==> config.mk <==
export PLATFORM = sky130hd
export DESIGN_NAME = sort_seq_ctrl
export DESIGN_NICKNAME = d
export VERILOG_FILES = /design/src/rtl/sort_seq_ctrl.sv
export SDC_FILE = /design/constraint.sdc
export NUM_CORES = 1
export LEC_CHECK = 0
export BUFFER_PORTS_ARGS = -buffer_cell sky130_fd_sc_hd__buf_2
export CAP_MARGIN = 20
export CELL_PAD_IN_SITES_DETAIL_PLACEMENT = 1
export CELL_PAD_IN_SITES_GLOBAL_PLACEMENT = 2
export CORE_MARGIN = 1
export CORE_UTILIZATION = 34
export DETAILED_ROUTE_END_ITERATION = 6
export PLACE_DENSITY_LB_ADDON = 0.3
export SLEW_MARGIN = 20
export SYNTH_ARGS = -nofsm -noshare
export SYNTH_HDL_FRONTEND = slang
export SYNTH_SLANG_ARGS = --single-unit
==> constraint.sdc <==
create_clock -name clk_i -period 3.3 [get_ports clk_i]
set_clock_uncertainty 0.15 [all_clocks]
set_input_delay 0.66 -clock clk_i [delete_from_list [all_inputs] [get_ports clk_i]]
set_output_delay 0.66 -clock clk_i [all_outputs]
set_load 0.02 [all_outputs]
==> src/rtl/sort_seq_ctrl.sv <==
// Bubble-sort sequencer for the sorter's data RAM: one read port, one write port, unsigned in-place swaps.
// Optional: define SORT_EARLY_EXIT_EN to end the sort after the first pass with no swaps.
module sort_seq_ctrl #(
   parameter int AWIDTH = 4,
   parameter int DWIDTH = 8
) (
   input  logic              clk_i,
   input  logic              arst_n_i,
   input  logic              start_i,
   input  logic [AWIDTH-1:0] len_i,
   output logic              rd_en_o,
   output logic [AWIDTH-1:0] rd_addr_o,
   input  logic [DWIDTH-1:0] rd_data_i,
   output logic              wr_en_o,
   output logic [AWIDTH-1:0] wr_addr_o,
   output logic [DWIDTH-1:0] wr_data_o,
   output logic              busy_o,
   output logic              sort_done_o
);

   typedef enum logic [2:0] {
      S_IDLE, S_RD_A, S_RD_B, S_CMP, S_WR_A, S_WR_B, S_DONE
   } state_t;

   state_t              state_q, state_d;
   logic [AWIDTH-1:0]   idx_q, idx_d;
   logic [AWIDTH-1:0]   pass_end_q, pass_end_d;
   logic [DWIDTH-1:0]   a_q, a_d;
   logic [DWIDTH-1:0]   b_q, b_d;
   logic [AWIDTH-1:0]   idx_inc, pass_end_dec;
   logic                advance, early_exit;
`ifdef SORT_EARLY_EXIT_EN
   logic                swapped_q, swapped_d;
`endif

   assign idx_inc      = idx_q + 1'b1;
   assign pass_end_dec = pass_end_q - 1'b1;

`ifdef SORT_EARLY_EXIT_EN
   assign early_exit = ~swapped_q;
`else
   assign early_exit = 1'b0;
`endif

   // NOTE: every variable gets its default before the case so no path leaves one unassigned (no latches).
   always_comb begin
      state_d    = state_q;
      idx_d      = idx_q;
      pass_end_d = pass_end_q;
      a_d        = a_q;
      b_d        = b_q;
      advance    = 1'b0;
`ifdef SORT_EARLY_EXIT_EN
      swapped_d  = swapped_q;
`endif
      case (state_q)
         S_IDLE: begin
            if (start_i) begin
               pass_end_d = len_i;
               idx_d      = '0;
`ifdef SORT_EARLY_EXIT_EN
               swapped_d  = 1'b0;
`endif
               state_d    = (len_i == '0) ? S_DONE : S_RD_A;
            end
         end
         S_RD_A: state_d = S_RD_B;
         S_RD_B: begin
            a_d     = rd_data_i;
            state_d = S_CMP;
         end
         S_CMP: begin
            // Strict compare: equal neighbours stay put, keeping the sort stable.
            if (a_q > rd_data_i) begin
               b_d       = rd_data_i;
`ifdef SORT_EARLY_EXIT_EN
               swapped_d = 1'b1;
`endif
               state_d   = S_WR_A;
            end else begin
               advance = 1'b1;
            end
         end
         S_WR_A:  state_d = S_WR_B;
         S_WR_B:  advance = 1'b1;
         S_DONE:  state_d = S_IDLE;
         default: state_d = S_IDLE;
      endcase

      if (advance) begin
         if (idx_inc < pass_end_q) begin
            idx_d   = idx_inc;
            state_d = S_RD_A;
         end else begin
            pass_end_d = pass_end_dec;
            idx_d      = '0;
`ifdef SORT_EARLY_EXIT_EN
            swapped_d  = 1'b0;
`endif
            state_d    = ((pass_end_dec == '0) || early_exit) ? S_DONE : S_RD_A;
         end
      end
   end

   // NOTE: sequential state uses non-blocking assignments so all registers update from the same pre-edge values.
   always_ff @(posedge clk_i or negedge arst_n_i) begin
      if (!arst_n_i) begin
         state_q    <= S_IDLE;
         idx_q      <= '0;
         pass_end_q <= '0;
         a_q        <= '0;
         b_q        <= '0;
`ifdef SORT_EARLY_EXIT_EN
         swapped_q  <= 1'b0;
`endif
      end else begin
         state_q    <= state_d;
         idx_q      <= idx_d;
         pass_end_q <= pass_end_d;
         a_q        <= a_d;
         b_q        <= b_d;
`ifdef SORT_EARLY_EXIT_EN
         swapped_q  <= swapped_d;
`endif
      end
   end

   // Outputs depend on registered state only; nothing from the inputs reaches them combinationally.
   always_comb begin
      rd_en_o     = 1'b0;
      rd_addr_o   = '0;
      wr_en_o     = 1'b0;
      wr_addr_o   = '0;
      wr_data_o   = '0;
      busy_o      = (state_q != S_IDLE);
      sort_done_o = (state_q == S_DONE);
      case (state_q)
         S_RD_A: begin
            rd_en_o   = 1'b1;
            rd_addr_o = idx_q;
         end
         S_RD_B: begin
            rd_en_o   = 1'b1;
            rd_addr_o = idx_inc;
         end
         S_WR_A: begin
            wr_en_o   = 1'b1;
            wr_addr_o = idx_q;
            wr_data_o = b_q;
         end
         S_WR_B: begin
            wr_en_o   = 1'b1;
            wr_addr_o = idx_inc;
            wr_data_o = a_q;
         end
         default: ;
      endcase
   end

endmodule

### Word level (Yosys, flattened, before mapping)

Index checks and enable logic that the tools add are counted.

| storage, ports and cells | value |
|---|---|
| bits in registers | 27 |
| word-level logic and storage cells | 51 |
| output and inout port bits | 20 |
| input bits | 15 |

| cells by class | value |
|---|---|
| add/sub/neg operators | 2 |
| mux-type cells | 22 |
| eq/ne operators | 9 |
| reductions and logical operators | 11 |
| $lt $le $gt $ge | 2 |

Operators by type and width:

| cell | count |
|---|---|
| $mux 4 | 8 |
| $mux 3 | 6 |
| $pmux 3 s6 | 1 |
| $pmux 4 s2 | 2 |
| $pmux 8 s2 | 1 |
| $eq 3x3->1 const B | 3 |
| $gt 8x8->1 | 1 |
| $logic_not 4->1 | 2 |
| $eq 3x2->1 const B | 2 |
| $ne 3x3->1 const B | 2 |
| $add 4x1->4 const B | 1 |
| $lt 4x4->1 | 1 |
| $reduce_and 2->1 | 2 |
| $reduce_bool 2->1 | 2 |
| $reduce_or 2->1 | 2 |
| $sub 4x1->4 const B | 1 |
| $eq 3x1->1 const B | 1 |
| $logic_not 3->1 | 1 |
| $mux 1 | 3 |
| $reduce_and 3->1 | 1 |
| $reduce_bool 3->1 | 1 |
| $ne 2x2->1 const B | 1 |
| $pmux 1 s2 | 1 |

### Logic depth before layout (Yosys ltp)

Gate-level depths: netlist of run 1.

| logic depth | value |
|---|---|
| word-level depth | 5 |
| depth in mapped cells | 11 |

### Worst setup path after synthesis of run 1

No wires, ideal clock.

| timing path | value |
|---|---|
| path kind | input port to flip-flop |
| start | in rd_data_i[1] |
| end | reg b_q[0] |
| setup time | 0.125 ns |
| cell stages on the path | 8 |
| setup slack | 0.878 ns |
| path buffers | 0 |
| arrival | 2.147 ns |
| required time | 3.025 ns |
| cell sequence | inv_1 ha_1 nor2b_4 o211ai_2 a21oi_2 o31a_2 nand3_2 mux2_2 |

| between the ends | value |
|---|---|
| word-level cells in the longest chain between the ends | 2 |

Ends and longest elaborated chain:

| item | line | text |
|---|---|---|
| start, declared | 13 | `input logic [DWIDTH-1:0] rd_data_i,` |
| $gt 8x8->1 | 74 | `if (a_q > rd_data_i) begin` |
| $reduce_and 2->1 (no line) | -- |  |
| end signal, assigned | 112 | `b_q <= '0;` |
| end signal, assigned | 121 | `b_q <= b_d;` |
| end, declared | 29 | `logic [DWIDTH-1:0] b_q, b_d;` |

Every way passes these cells.
A chain may end at the register's enable or synchronous reset.

### Worst setup path after layout of run 1

| timing path | value |
|---|---|
| start | reg idx_q[0] |
| end | reg pass_end_q[3] |

| between the ends | value |
|---|---|
| word-level cells in the longest chain between the ends | 4 |

Ends and longest elaborated chain:

| item | line | text |
|---|---|---|
| start, declared | 26 | `logic [AWIDTH-1:0] idx_q, idx_d;` |
| start signal, assigned | 118 | `idx_q <= idx_d;` |
| $add 4x1->4 | 36 | `assign idx_inc = idx_q + 1'b1;` |
| $lt 4x4->1 | 91 | `if (idx_inc < pass_end_q) begin` |
| $mux 4 | 91 |  |
| $mux 4 | 90 | `if (advance) begin` |
| named net pass_end_d[3] | 27 | `logic [AWIDTH-1:0] pass_end_q, pass_end_d;` |
| end signal, assigned | 119 | `pass_end_q <= pass_end_d;` |
| end, declared | 27 |  |

The timed path passes the listed nets, and every way through them passes these cells.

==> impl_metrics.yaml, run 1 <==
placement:
  gp_congestion: 0.7558
  portBuffers: 34
  place_area_um2: 2205
  dp_hpwl_um: 3620
critical_path:
  worstPathRequired_ns: 3.37
  end_kind: "register"
  cp_max_fo: 9
  worst_ep_arrival_time_ns: 2.73
  critPathKind: "register to register"
  cp-start-kind: "register"
clock_tree:
  tritoncts: "yes"
  clk_pin_slew_worst_paths_ns: 0.10
  hold_buffers: 0
  root_buffer: "clkbuf_8"
  ctsHtreeMaxLevel: 1
  cts_buffer_depth: 2
  ctsResizeCount: 0
  cts_made_buffers: 3
  cts_sinks: 27
  post-cts-setup-buffer-count: 0
  insertion_delay_ns: 0.28
final_layout:
  syn_to_final_growth_pct: 14.06
  fillerInstances: 695
  finalNetCount: 281
  fin_area_um2: 2253
  diodes: 0
  drive_above_1_share: 0.2789
pwr:
  vdd_drop_max_uv: 384.7
  clock_power_share: 0.091
  power.internal_w: 0.001149
  p_comb_frac: 0.596
  seq_power_share: 0.312
  switching_share: 0.4781
  p_leak_nw: 1.099
  finalPower_w: 0.002201
  power_density_nw_per_um2: 976.9
  p_sw_w: 0.001052
detailed_routing:
  vias: 1653
  avgRoutedWirePerCell_um: 14.72
  drt_wl_total_um: 4753
  ant_nets: 0
  drt-vias-per-instance: 5.118
  drt_iter0_drc: 51
  drc: 0
  drtPass1Iterations: 4
global_route:
  antenna_found_initial: 0
  overflow: 0
  grt_pass1_wl_um: 8321
  grt_max_degree: 28
  grt.total_usage: 0.1743
  grt_pass1_vias: 1720
synthesis:
  synth_area_um2: 1976
  synth_flop_cell: "dfrtp_1"
  synth_edf_count: 0
  ys_ff_latch: 27
  yosysSeqAreaShare: 0.3420
  async_reset_ff_frac: 1.000
  synth_cell_types: 50
  syn_inst: 221
  synth_area_per_cell_um2: 8.940
  synth_warnings: 0
  synth_nets: 250
hold_path:
  worstHoldPathType: "input pin to asynchronous set/reset pin"
die:
  fp.dieArea_um2: 6120
  rows: 27
  coreArea_um2: 5540
  initial_utilization: 0.3566
  die_w_um: 78.23
  io-pin-count: 35
  die_h_um: 78.23
sta:
  finalHoldViolations: 0
  period_share: 0.8040
  finalSetupTns_ns: 0
  tightest_slew_ns: 0.6465
  setup-violations-final: 0
  slew_violations: 0
  rsz0062_at_grt: "no"
  max_slew_margin: 0.5690
  max_freq_mhz: 376.9
  finalCriticalPeriod_ns: 2.653
run_status:
  outcome: "completed"
job:
  cap_viol_max_count: 0
==> power by group through the flow <==
stage	Combinational (W)	Sequential (W)	Clock (W)
after floorplan	0.00110	0.000592	0
after detailed placement	0.00133	0.000696	0
after global placement	0.00131	0.000692	0
final	0.00131	0.000688	0.000201
after CTS	0.00133	0.000689	0.000214
after global routing	0.00149	0.000718	0.000223
==> layer usage <==
metal,track usage,share of wire,vias up,wire length (um)
li1,-,-,827,-
met1,0.2340,0.49,786,2319
met2,0.2930,0.46,35,2202
met3,0.02093,0.036,5,169
met4,0.05000,0.013,0,62
met5,0,0,-,0
==> cells by family after synthesis <==
group	share of synthesized area
simple gates	0.2229
compound gates	0.1672
fa+ha+maj	0.08866
mux	0.09690
flops	0.3420
xor+xnor	0.02660
buf+inv	0.05573
==> state kept, by name, indices dropped and copies added, names as in the netlist <==
| register | cells |
|---|---|
| idx_q | 4 |
| pass_end_q | 4 |
| a_q | 8 |
| b_q | 8 |
| state_q | 3 |
==> final timing paths <==
check | to | startpoint | cells after the start | slack (ns)
max reg2reg | pass_end_q[3] | idx_q[0] | 10 | 0.65
max in group asynchronous | idx_q[1] | arst_n_i | 1 | 2.34
min reg2reg | b_q[3] | b_q[3] | 2 | 0.34
min | a_q[0] | arst_n_i | 1 | 0.24
max | pass_end_q[3] | idx_q[0] | 10 | 0.65
min in group clk_i | b_q[3] | b_q[3] | 2 | 0.34
==> cell usage after synthesis, types with 2 or more instances <==
cell type	instances	area share
a22oi_1	2	0.0076
dfrtp_1	27	0.34
xor2_1	3	0.013
nor2b_1	3	0.0095
a21oi_2	2	0.0089
nand2_1	20	0.038
nand3_1	8	0.020
o2bb2ai_1	2	0.0089
buf_2	7	0.018
nand2b_1	4	0.013
clkbuf_1	3	0.0057
ha_1	14	0.089
nor2_1	29	0.055
mux2_2	9	0.051
a21oi_1	7	0.018
o211ai_1	2	0.0076
or2_2	2	0.0063
mux2i_1	9	0.046
inv_1	14	0.027
nand3b_1	2	0.0076
nor2b_4	2	0.014
o21ai_0	17	0.043
xnor2_1	3	0.013
o22ai_1	2	0.0063
nand4_1	3	0.0095
==> critical path, stage by stage (launching register included) <==
cell and delay (ns):
dfrtp_1 0.49, ha_1 0.31, xor2_1 0.19, ha_1 0.21, or3_1 0.36, o22ai_2 0.20, nand2b_2 0.20, nor2_2 0.07
a221oi_2 0.21, a31oi_1 0.11, nor2_1 0.10
==> per-stage QoR <==
step	hold slack, ns	setup WS, ns	instances	util
after floorplan	0.2144	0.8780	221	-
after global placement	0.3213	0.5887	319	0.3979
after detailed placement	0.3287	0.5618	319	0.3979
after CTS	0.2626	0.6137	323	0.4067
after global routing	0.2896	0.4382	323	0.4067
final	0.2377	0.6466	323	0.4067
==> final cells by class <==
cell class | count | area, um2 | area share
clock buffers | 3 | 41.29 | 0.01832
clock inverters | 1 | 7.507 | 0.003331
inverters | 15 | 56.30 | 0.02499
multi-input cells | 168 | 1190 | 0.5280
flip-flops and latches | 27 | 675.6 | 0.2998
well taps | 72 | 90.09 | 0.03998
repair buffers | 37 | 192.7 | 0.08551
==> cells in the final DEF, fill, tap and decap left out, types with 3 or more instances in the layout <==
cell type	n
buf_2	34
nor2_1	29
dfrtp_1	27
nand2_1	20
o21ai_0	17
inv_1	14
ha_1	14
mux2i_1	9
mux2_2	9
nand3_1	8
a21oi_1	7
nand2b_1	4
nor2b_1	3
xnor2_1	3
xor2_1	3
nand4_1	3
clkbuf_8	3
buf_4	3
Power figures use the tool's default switching activity.
==> inputs of run 2 (changes only) <==
==> constraint.sdc (replaced) <==
create_clock -name clk_i -period 2.55 [get_ports clk_i]
set_clock_uncertainty 0.15 [all_clocks]
set_input_delay 0.51 -clock clk_i [delete_from_list [all_inputs] [get_ports clk_i]]
set_output_delay 0.51 -clock clk_i [all_outputs]
set_load 0.02 [all_outputs]
==> impl_metrics.yaml, run 2 (synthesis results as in run 1) <==
run_status:
  outcome: "completed"
critical_path:
  critPathSlowestCell: "dfrtp_2"
  cp-start-kind: "register"
  rr_startpoint: "idx_q[0]"
  crit_buf_inv: 2
  reg2reg_depth: 11
  rrSetupSlack_ns: 0.15
  worst_ep_arrival_time_ns: 2.48
  worstPathRequired_ns: 2.63
  end_kind: "register"
  timing.rr.end: "state_q[2]"
  slowest_delay_ns: 0.41
  cp_max_fo: 7
  cpLargestDelayFamily: "simple AND/OR/NAND/NOR gates"
  cp.depth: 11
  crit_path_frequent_cell: "buf_4"
  critPathKind: "register to register"
  path_cells: "buf_4, nand3_1, xnor2_1, ha_1, o21a_1, o22ai_2, buf_4, nor2b_2, nand2_4, nor3b_4, o22a_1"
detailed_routing:
  drt_iter0_drc: 46
  vias: 1687
  drc: 0
  ant_nets: 0
  drtPass1Iterations: 4
  avgRoutedWirePerCell_um: 14.83
  drt-vias-per-instance: 5.066
  drt_wl_total_um: 4939
global_route:
  grt_max_degree: 28
  grt_pass1_vias: 1730
  overflow: 0
  antenna_found_initial: 0
  grt_pass1_wl_um: 8562
  grt.total_usage: 0.1791
sta:
  setup-violations-final: 0
  whs_ns: 0.09274
  max_slew_margin: 0.5598
  finalCriticalPeriod_ns: 2.400
  rsz0062_at_grt: "yes"
  max_freq_mhz: 416.6
  finalSetupTns_ns: 0
  period_share: 0.9414
  finalHoldViolations: 0
  tightest_slew_ns: 0.6603
  slew_violations: 0
placement:
  placed_cells: 327
  gp_congestion: 0.7738
  portBuffers: 34
  dp_hpwl_um: 3729
final_layout:
  reg.largest.list: "a_q x8, b_q x8"
  diodes: 0
  drive_above_1_share: 0.3142
  instances_no_fill: 333
  final_common_cell: "buf_2"
  fillerInstances: 685
  finalNetCount: 291
  fin_util: 0.4259
  mostFrequentLayoutCells: "buf_2, nor2_1, dfrtp_1, nand2_1, o21ai_0"
  syn_to_final_growth_pct: 19.44
job:
  cap_viol_max_count: 0
clock_tree:
  clk_pin_slew_worst_paths_ns: 0.10
  insertion_delay_ns: 0.28
  ctsHtreeMaxLevel: 1
  cts_sinks: 27
  tritoncts: "yes"
  cts_buffer_depth: 2
  cts_made_buffers: 3
  hold_buffers: 0
  root_buffer: "clkbuf_8"
die:
  io-pin-count: 35
  die_w_um: 78.23
  initial_utilization: 0.3566
  fp.dieArea_um2: 6120
  coreArea_um2: 5540
  rows: 27
  die_h_um: 78.23
pwr:
  power_density_nw_per_um2: 1273
  finalPower_w: 0.003003
  vdd_drop_max_uv: 640.8
  p_leak_nw: 1.157
hold_path:
  worstHoldPathType: "input pin to asynchronous set/reset pin"
-- run 2: changes by cell type in the layout (fill, tap and decap cells not counted) --
cell,previous run,this run
buf_12,0,1
buf_4,3,12
dfrtp_1,27,26
dfrtp_2,0,1
ha_1,14,13
ha_4,0,1
nand2b_2,1,0
nand2b_4,0,1
-- run 2: timing repair --
item / in CTS / in global routing
setup endpoints to repair: 0 / 1
setup buffers: 0 / 2
resized for setup: 0 / 3
-- run 2: layer usage --
| layer | wire (um) | vias to the layer above | global-route usage |
|---|---|---|---|
| li1 | - | 846 | - |
| met1 | 2417 | 810 | 0.2460 |
| met2 | 2337 | 26 | 0.2947 |
| met3 | 126 | 5 | 0.01977 |
| met4 | 59 | 0 | 0.05370 |
| met5 | 0 | - | 0 |
-- run 2: report_power, final --
group	total [W]	switching (W)	internal (W)
logic	0.00187	0.00100	0.000862
registers	0.000872	0.000236	0.000637
clock network	0.000265	0.000154	0.000112
total	0.00300	0.00139	0.00161
-- run 2: worst max path at each step --
stage	to	slack [ns]	start
after CTS	pass_end_q[3]	0.05	idx_q[0]
after detailed placement	state_q[2]	0.05	rd_data_i[1]
after global placement	state_q[0]	0.11	rd_data_i[1]
after global routing	pass_end_q[3]	-0.009	idx_q[0]
final	state_q[2]	0.15	idx_q[0]
after floorplan	pass_end_q[3]	0.19	idx_q[1]
-- run 2: area by class of cell --
class                      count  area (um2)  area share
inverter                      15       56.30     0.02386
clock buffer                   3       41.29     0.01750
clock inverter                 1       7.507    0.003181
multi-input combinational    168        1207      0.5117
timing repair buffer          47       280.3      0.1188
tap                           72       90.09     0.03818
sequential                    27       676.9      0.2869
-- run 2: through the flow --
| step | area (um2) | setup WS [ns] |
|---|---|---|
| after floorplan | 1976 | 0.1905 |
| after global placement | 2277 | 0.1093 |
| after detailed placement | 2277 | 0.04787 |
| after CTS | 2326 | 0.04527 |
| after global routing | 2360 | -0.008542 |
| final | 2360 | 0.1495 |
